File: src/rtl/arb_pkg.sv
// Shared types and helpers for the round-robin arbiter slice.
package arb_pkg;

    typedef enum logic {
        ARB_IDLE = 1'b0,
        ARB_BUSY = 1'b1
    } arb_state_e;

    function automatic int sel_width(input int n);
        return (n > 2) ? $clog2(n) : 1;
    endfunction

endpackage

File: src/rtl/rr_pick.sv
// Combinational round-robin pick: first set request at or after the pointer, with wrap.
module rr_pick
    import arb_pkg::*;
#(
    parameter int NUM_INPUTS = 4,
    localparam int SEL_W = sel_width(NUM_INPUTS)
) (
    input  logic [NUM_INPUTS-1:0] i_request,
    input  logic [SEL_W-1:0]      i_pointer,
    output logic                  o_found,
    output logic [SEL_W-1:0]      o_index,
    output logic [NUM_INPUTS-1:0] o_onehot
);

    logic [2*NUM_INPUTS-1:0] doubled;
    logic [2*NUM_INPUTS-1:0] masked;

    // Doubling the vector turns the wrap-around scan into a plain lowest-bit search above the pointer.
    always_comb begin
        doubled  = {i_request, i_request};
        masked   = '0;
        o_found  = 1'b0;
        o_index  = '0;
        o_onehot = '0;
        for (int unsigned i = 0; i < 2 * NUM_INPUTS; i++) begin
            masked[i] = doubled[i] && (i >= 32'(i_pointer));
        end
        for (int unsigned i = 0; i < 2 * NUM_INPUTS; i++) begin
            if (masked[i] && !o_found) begin
                o_found = 1'b1;
                o_index = (i >= 32'(NUM_INPUTS)) ? SEL_W'(i - 32'(NUM_INPUTS)) : SEL_W'(i);
            end
        end
        if (o_found) begin
            o_onehot[o_index] = 1'b1;
        end
    end

endmodule

File: src/rtl/rr_arbiter.sv
// Round-robin arbiter driving a mux select with a valid/ready handshake and per-requester ack.
// Optional burst lock enabled by defining ARB_LOCK_EN (adds the i_last port).
module rr_arbiter
    import arb_pkg::*;
#(
    parameter int NUM_INPUTS = 4,
    localparam int SEL_W = sel_width(NUM_INPUTS)
) (
    input  logic                  i_clk,
    input  logic                  i_rst_n,
    input  logic [NUM_INPUTS-1:0] i_request,
    input  logic                  i_ready,
`ifdef ARB_LOCK_EN
    input  logic                  i_last,
`endif
    output logic [SEL_W-1:0]      o_select,
    output logic [NUM_INPUTS-1:0] o_grant,
    output logic                  o_valid,
    output logic [NUM_INPUTS-1:0] o_ack
);

    arb_state_e            state;
    logic [SEL_W-1:0]      pointer;
    logic [SEL_W-1:0]      next_ptr;
    logic [SEL_W-1:0]      pick_ptr;
    logic                  pick_found;
    logic [SEL_W-1:0]      pick_index;
    logic [NUM_INPUTS-1:0] pick_onehot;
    logic                  handshake;
    logic                  beat_last;
    logic                  advance;

    assign o_valid   = (state == ARB_BUSY) && (|(i_request & o_grant));
    assign handshake = o_valid & i_ready;
    assign o_ack     = handshake ? o_grant : '0;

`ifdef ARB_LOCK_EN
    assign beat_last = i_last;
`else
    assign beat_last = 1'b1;
`endif

    assign advance  = handshake & beat_last;
    assign next_ptr = (o_select == SEL_W'(NUM_INPUTS - 1)) ? '0 : o_select + SEL_W'(1);
    // While busy the only pick that matters is the one taken on an advancing beat.
    assign pick_ptr = (state == ARB_BUSY) ? next_ptr : pointer;

    rr_pick #(
        .NUM_INPUTS(NUM_INPUTS)
    ) u_pick (
        .i_request(i_request),
        .i_pointer(pick_ptr),
        .o_found  (pick_found),
        .o_index  (pick_index),
        .o_onehot (pick_onehot)
    );

    always_ff @(posedge i_clk or negedge i_rst_n) begin
        if (!i_rst_n) begin
            state    <= ARB_IDLE;
            o_grant  <= '0;
            o_select <= '0;
            pointer  <= '0;
        end else begin
            case (state)
                ARB_IDLE: begin
                    if (pick_found) begin
                        o_grant  <= pick_onehot;
                        o_select <= pick_index;
                        state    <= ARB_BUSY;
                    end
                end
                ARB_BUSY: begin
                    if (!o_valid) begin
                        o_grant  <= '0;
                        o_select <= '0;
                        state    <= ARB_IDLE;
                    end else if (advance) begin
                        pointer <= next_ptr;
                        if (pick_found) begin
                            o_grant  <= pick_onehot;
                            o_select <= pick_index;
                        end else begin
                            o_grant  <= '0;
                            o_select <= '0;
                            state    <= ARB_IDLE;
                        end
                    end
                end
            endcase
        end
    end

endmodule
File: config.mk
export PLATFORM = sky130hd
export DESIGN_NAME = rr_arbiter
export DESIGN_NICKNAME = d
export VERILOG_FILES = /design/src/rtl/arb_pkg.sv /design/src/rtl/rr_pick.sv /design/src/rtl/rr_arbiter.sv
export SDC_FILE = /design/constraint.sdc
export NUM_CORES = 1
export LEC_CHECK = 0
export ABC_AREA = 1
export BUFFER_PORTS_ARGS = -buffer_cell sky130_fd_sc_hd__buf_2
export CAP_MARGIN = 25
export CORE_AREA = 2 2 39 41
export CTS_CLUSTER_DIAMETER = 200
export DETAILED_ROUTE_END_ITERATION = 8
export DIE_AREA = 0 0 41 43
export HOLD_SLACK_MARGIN = 0.03
export PLACE_DENSITY = 0.74
export SLEW_MARGIN = 20
export SYNTH_ARGS = -nofsm -noshare
export SYNTH_HDL_FRONTEND = slang
export SYNTH_SLANG_ARGS = --single-unit
File: constraint.sdc
create_clock -name i_clk -period 2.98 [get_ports i_clk]
set_input_delay 0.298 -clock i_clk [delete_from_list [all_inputs] [get_ports i_clk]]
set_output_delay 0.298 -clock i_clk [all_outputs]
set_load 0.01 [all_outputs]
# [Yosys cells after proc, flatten, opt, wreduce, memory -nomap -nowiden]
# Index checks and enable logic that the tools add are counted.
[totals] reg_bits=9 wordCells=72 mem_bits_ro=0 latch_bits=0 ramBits=0 n_memories=0
[classes] eq_ne=3 add_sub_neg=1 div=0 n_lt_le_gt_ge=5 mul=0 n_mux=34 n_bitwise=3 n_shift=0 n_reduce_logical=22
[op_table] op="$mux 2" n=12
[op_table] op="$mux 4" n=5
[op_table] op="$mux 1" n=13
[op_table] op="$logic_and 1x1->1" n=12
[op_table] op="$pmux 4 s2" n=1
[op_table] op="$logic_not 1->1" n=7
[op_table] op="$and 4x4->4" n=1
[op_table] op="$ge 1x2->1 const A" n=2
[op_table] op="$pmux 2 s2" n=1
[op_table] op="$reduce_or 4->1" n=1
[op_table] op="$lt 2x3->1 const B" n=1
[op_table] op="$ne 3x2->1 const B" n=1
[op_table] op="$reduce_and 3->1" n=1
[op_table] op="$add 2x1->2 const B" n=1
[op_table] op="$demux 1 s2" n=1
[op_table] op="$eq 2x2->1 const B" n=1
[op_table] op="$ge 2x1->1 const B" n=1
[op_table] op="$ge 2x2->1 const A" n=1
[op_table] op="$ne 2x2->1 const B" n=1
[op_table] op="$pmux 1 s2" n=1
[op_table] op="$reduce_and 2->1" n=1
[op_table] op="$and 1x1->1" n=1
[op_table] op="$not 1->1" n=1

# [Logic depth before layout (Yosys ltp)]
[logic_depth] word_depth=35 mapped_depth=14 ltp_nobuf=14

# [Modules after synthesis]
# Synthesis repeated with hierarchy kept, for this count alone.
[unflattened] cells_unflattened=98 hier_area_um2=673.1
[by_module_without_submodules] module="rr_arbiter" seq_area_each_um2=225.2 n_inst=1 cells_per_inst=69 area_each_um2=521.8
[by_module_without_submodules] module="rr_pick" seq_area_each_um2=0.0 n_inst=1 cells_per_inst=29 area_each_um2=151.4

# [Least setup slack after synthesis]
# No wires, ideal clock.
[synth_path] path_kind="reg-to-output" from="register o_grant[3]" to="output port o_ack[0]" t_arrival_ps=1437 n_path_buf=0 stages_incl_launch_ff=9 setup_slack_ps=1245 t_required_ps=2682 cell_sequence="dfrtp_1 -> inv_1 -> o22ai_1 -> nor2_1 -> nor2_1 -> inv_1 -> nor2_1 -> inv_1 -> nor2_1"
[synth_via] elab_chain_cells=5
[synth_lines] element="start: declaration" line_no="rr_arbiter.sv:17" rtl="output logic [NUM_INPUTS-1:0] o_grant,"
[synth_lines] element="start signal: assignment" line_no="rr_arbiter.sv:68" rtl="o_grant <= pick_onehot;"
[synth_lines] element="start signal: assignment" line_no="rr_arbiter.sv:81" rtl="o_grant <= pick_onehot;"
[synth_lines] element="$and 4x4->4" line_no="rr_arbiter.sv:33" rtl="assign o_valid = (state == ARB_BUSY) && (|(i_request & o_grant));"
[synth_lines] element="$reduce_or 4->1" line_no="rr_arbiter.sv:33"
[synth_lines] element="$logic_and 1x1->1" line_no="rr_arbiter.sv:33"
[synth_lines] element="net o_valid" line_no="rr_arbiter.sv:18" rtl="output logic o_valid,"
[synth_lines] element="$and 1x1->1" line_no="rr_arbiter.sv:34" rtl="assign handshake = o_valid & i_ready;"
[synth_lines] element="$mux 4" line_no="rr_arbiter.sv:35" rtl="assign o_ack = handshake ? o_grant : '0;"
[synth_lines] element="end: declaration" line_no="rr_arbiter.sv:19" rtl="output logic [NUM_INPUTS-1:0] o_ack"
# The timed path passes the listed nets, and every way through them passes these cells.

# [Worst setup path after layout]
[layout_path] from="register o_grant[2]" to="output port o_ack[2]"
[layout_via] elab_chain_cells=5
[layout_lines] element="$and 4x4->4" line_no="rr_arbiter.sv:33"
[layout_lines] element="$reduce_or 4->1" line_no="rr_arbiter.sv:33"
[layout_lines] element="$logic_and 1x1->1" line_no="rr_arbiter.sv:33"
[layout_lines] element="$and 1x1->1" line_no="rr_arbiter.sv:34"
[layout_lines] element="$mux 4 *" line_no="rr_arbiter.sv:35"
# Mark *: on every way between the ends. The rest lies on a longest branch, timed or not.

==> results.cfg <==
[placement]
portBuffers = 17
placed_area_um2 = 738.2
dpl.hpwl_um = 1126
dp.cells = 132
gp_congestion = 0.8166

[yosys]
ys_warn_count = 0
yosysUniqueCellTypes = 16
synth-seq-cells = 9
synth_compound_area_share_pct = 7.510
synthCells = 99
ys.flop_type = dfrtp_1
synth-edff-count = 0
synthMuxAreaShare_pct = 0
synth_xor_area_share_pct = 0
syn-num-nets = 107
synth_area_um2 = 633.1
synth-simple-area-share_pct = 44.86
ys_seq_area_share_pct = 35.57
async_flop_share_pct = 100.0
synth_area_per_cell_um2 = 6.395
synth_top_family_by_area = simple AND/OR/NAND/NOR gates
synth_fa_ha_area_share_pct = 1.976

[cts]
clk_path_buf_depth = 2
clock_latency_ps = 260
cts-root-buf = clkbuf_4
cts-resized-gates = 0
cts_tree = yes
htreeDepth = 1
cts.clk_slew.worst_paths_ps = 70
clock_sink_count = 9
cts_made_buffers = 3
postCtsHoldBufs = 1
post_cts_buffers = 0

[critical_path]
endpoint_kind = output pin
startpoint = o_grant[2]$_DFFE_PN0P_
required_ps = 2680
start_kind = flip-flop
worst-setup-path-type = flip-flop to output pin
r2r_cells = 13
cp-endpoint = o_ack[2]
r2r-end = o_grant[3]$_DFFE_PN0P_
reg2reg_slack_ps = 1100
cp_max_fo = 6
arrival_ps = 1690
r2r-start = o_select[0]$_DFFE_PN0P_

[timing]
setup_viol = 0
fin_hold_ws_ps = 338.6
max_freq_ghz = 0.5035
rsz0062_at_grt = no
tns_ps = 0
layout_min_cycle_time_ps = 1986
finalHoldViolations = 0
max_slew_margin_pct = 86.12
post-route-period-util_pct = 66.64
fin_skew_ps = 11.08
slew_viol_final = 0
tightest_slew_ps = 207.5

[routing]
vias = 635
drt-vias-per-instance = 4.635
drc = 0
drtAntennaViolNets = 0
drt_iter0_drc = 12
routed_wl_um = 1334
wl_per_cell_um = 9.737
dr.pass1.iters = 4

[die]
core_region_area_um2 = 1384
die_width_um = 41
dieHeight_um = 43
initial_utilization_pct = 45.75
ios = 18
std_cell_rows = 14
dieArea_um2 = 1763

[cells_and_area]
antennaDiodeCount = 0
fin_area_um2 = 775.7
final_cell_mix = nand2_1 (35), buf_2 (17), inv_1 (14), nor2_1 (14), dfrtp_1 (9)
drive_above_1_share_pct = 29.75
num-nets-final = 130
area_growth_pct = 22.53
final_cell_count_no_fill = 137
final_common_cell = nand2_1

[pwr]
leakagePower_nw = 0.4573
totalPowerFinal_mw = 0.7120
p_per_area_nw_per_um2 = 917.9
ir_worst_vdd_mv = 0.4436

[grt]
antenna_found_initial = 0
grt_pass1_vias = 561
grt_pass1_wl_um = 2228
overflow = 0
grt_max_degree = 10
gr-usage-all-layers_pct = 18.39

[outcome]
status = complete, no violations

[flow_run]
cap_violations = 0

[worst_hold_path]
min_path_type = input pin to flip-flop
-- power by group --
group | switching, mW | internal (mW) | leakage [nW] | total (mW)
Sequential | 0.0361 | 0.171 | 0.116 | 0.207
Clock | 0.0441 | 0.0494 | 0.0177 | 0.0935
Combinational | 0.265 | 0.147 | 0.324 | 0.412
Total | 0.345 | 0.367 | 0.457 | 0.712
-- cell families after synthesis --
logic type	Yosys count
and+or+nand+nor	65
buffers and inverters	17
DFF	9
AOI/OAI and AO/OA	7
adders and majority gates	1
-- synth_stat cells, types with 2 or more instances --
master / instances / area (µm²)
o22ai_1: 2 / 12.51
inv_2: 3 / 11.26
nor2_1: 14 / 52.55
nand2_1: 35 / 131.4
dfrtp_1: 9 / 225.2
nand2_2: 8 / 50.05
nand3_1: 4 / 20.02
inv_1: 14 / 52.55
nand4_1: 2 / 12.51
o21ai_0: 2 / 10.01
-- final cells by class --
class,instances,area [µm²]
sequential,9,225.2
timing repair buffer,18,95.09
fill,155,608.1
clock buffer,3,22.52
multi-input combinational,73,344.1
tap,16,20.02
inverter,17,63.81
clock inverter,1,5.005
-- stage by stage --
step	setup slack [ps]	util, %
finish	994.0	56.06
global route	763.6	56.06
CTS	983.1	56.06
detailed placement	1141	53.35
global placement	1139	53.35
floorplan	1245	-
-- how the worst min path moves through the flow --
stage,start,endpoint,depth (start not counted)
detailed placement,i_rst_n,o_grant[3]$_DFFE_PN0P_,1
finish,i_request[2],state$_DFF_PN0_,3
floorplan,i_rst_n,o_grant[0]$_DFFE_PN0P_,0
global placement,i_rst_n,o_grant[3]$_DFFE_PN0P_,1
CTS,i_request[2],state$_DFF_PN0_,3
global route,i_request[2],state$_DFF_PN0_,3
-- registers in the layout, summed over array words and instances (netlist names) --
name and cells:
o_grant 4, o_select 2, pointer 2, state 1
-- per-layer routing --
| metal | up-vias | global-route usage (%) | part of all wire (%) |
|---|---|---|---|
| li1 | 347 | - | - |
| met1 | 270 | 26.87 | 47 |
| met2 | 16 | 26.56 | 46 |
| met3 | 2 | 2.094 | 5.5 |
| met4 | 0 | 8.000 | 1.0 |
| met5 | - | 0 | 0 |
-- critical path: stages, from the launching register on --
cell,delay (ps)
dfrtp_1,370
inv_1,70
o22ai_1,150
nor2_1,80
nor2_1,150
inv_1,80
nor2_1,160
inv_1,140
nor2_1,100
buf_2,130
(Power assumes the default switching activity.)
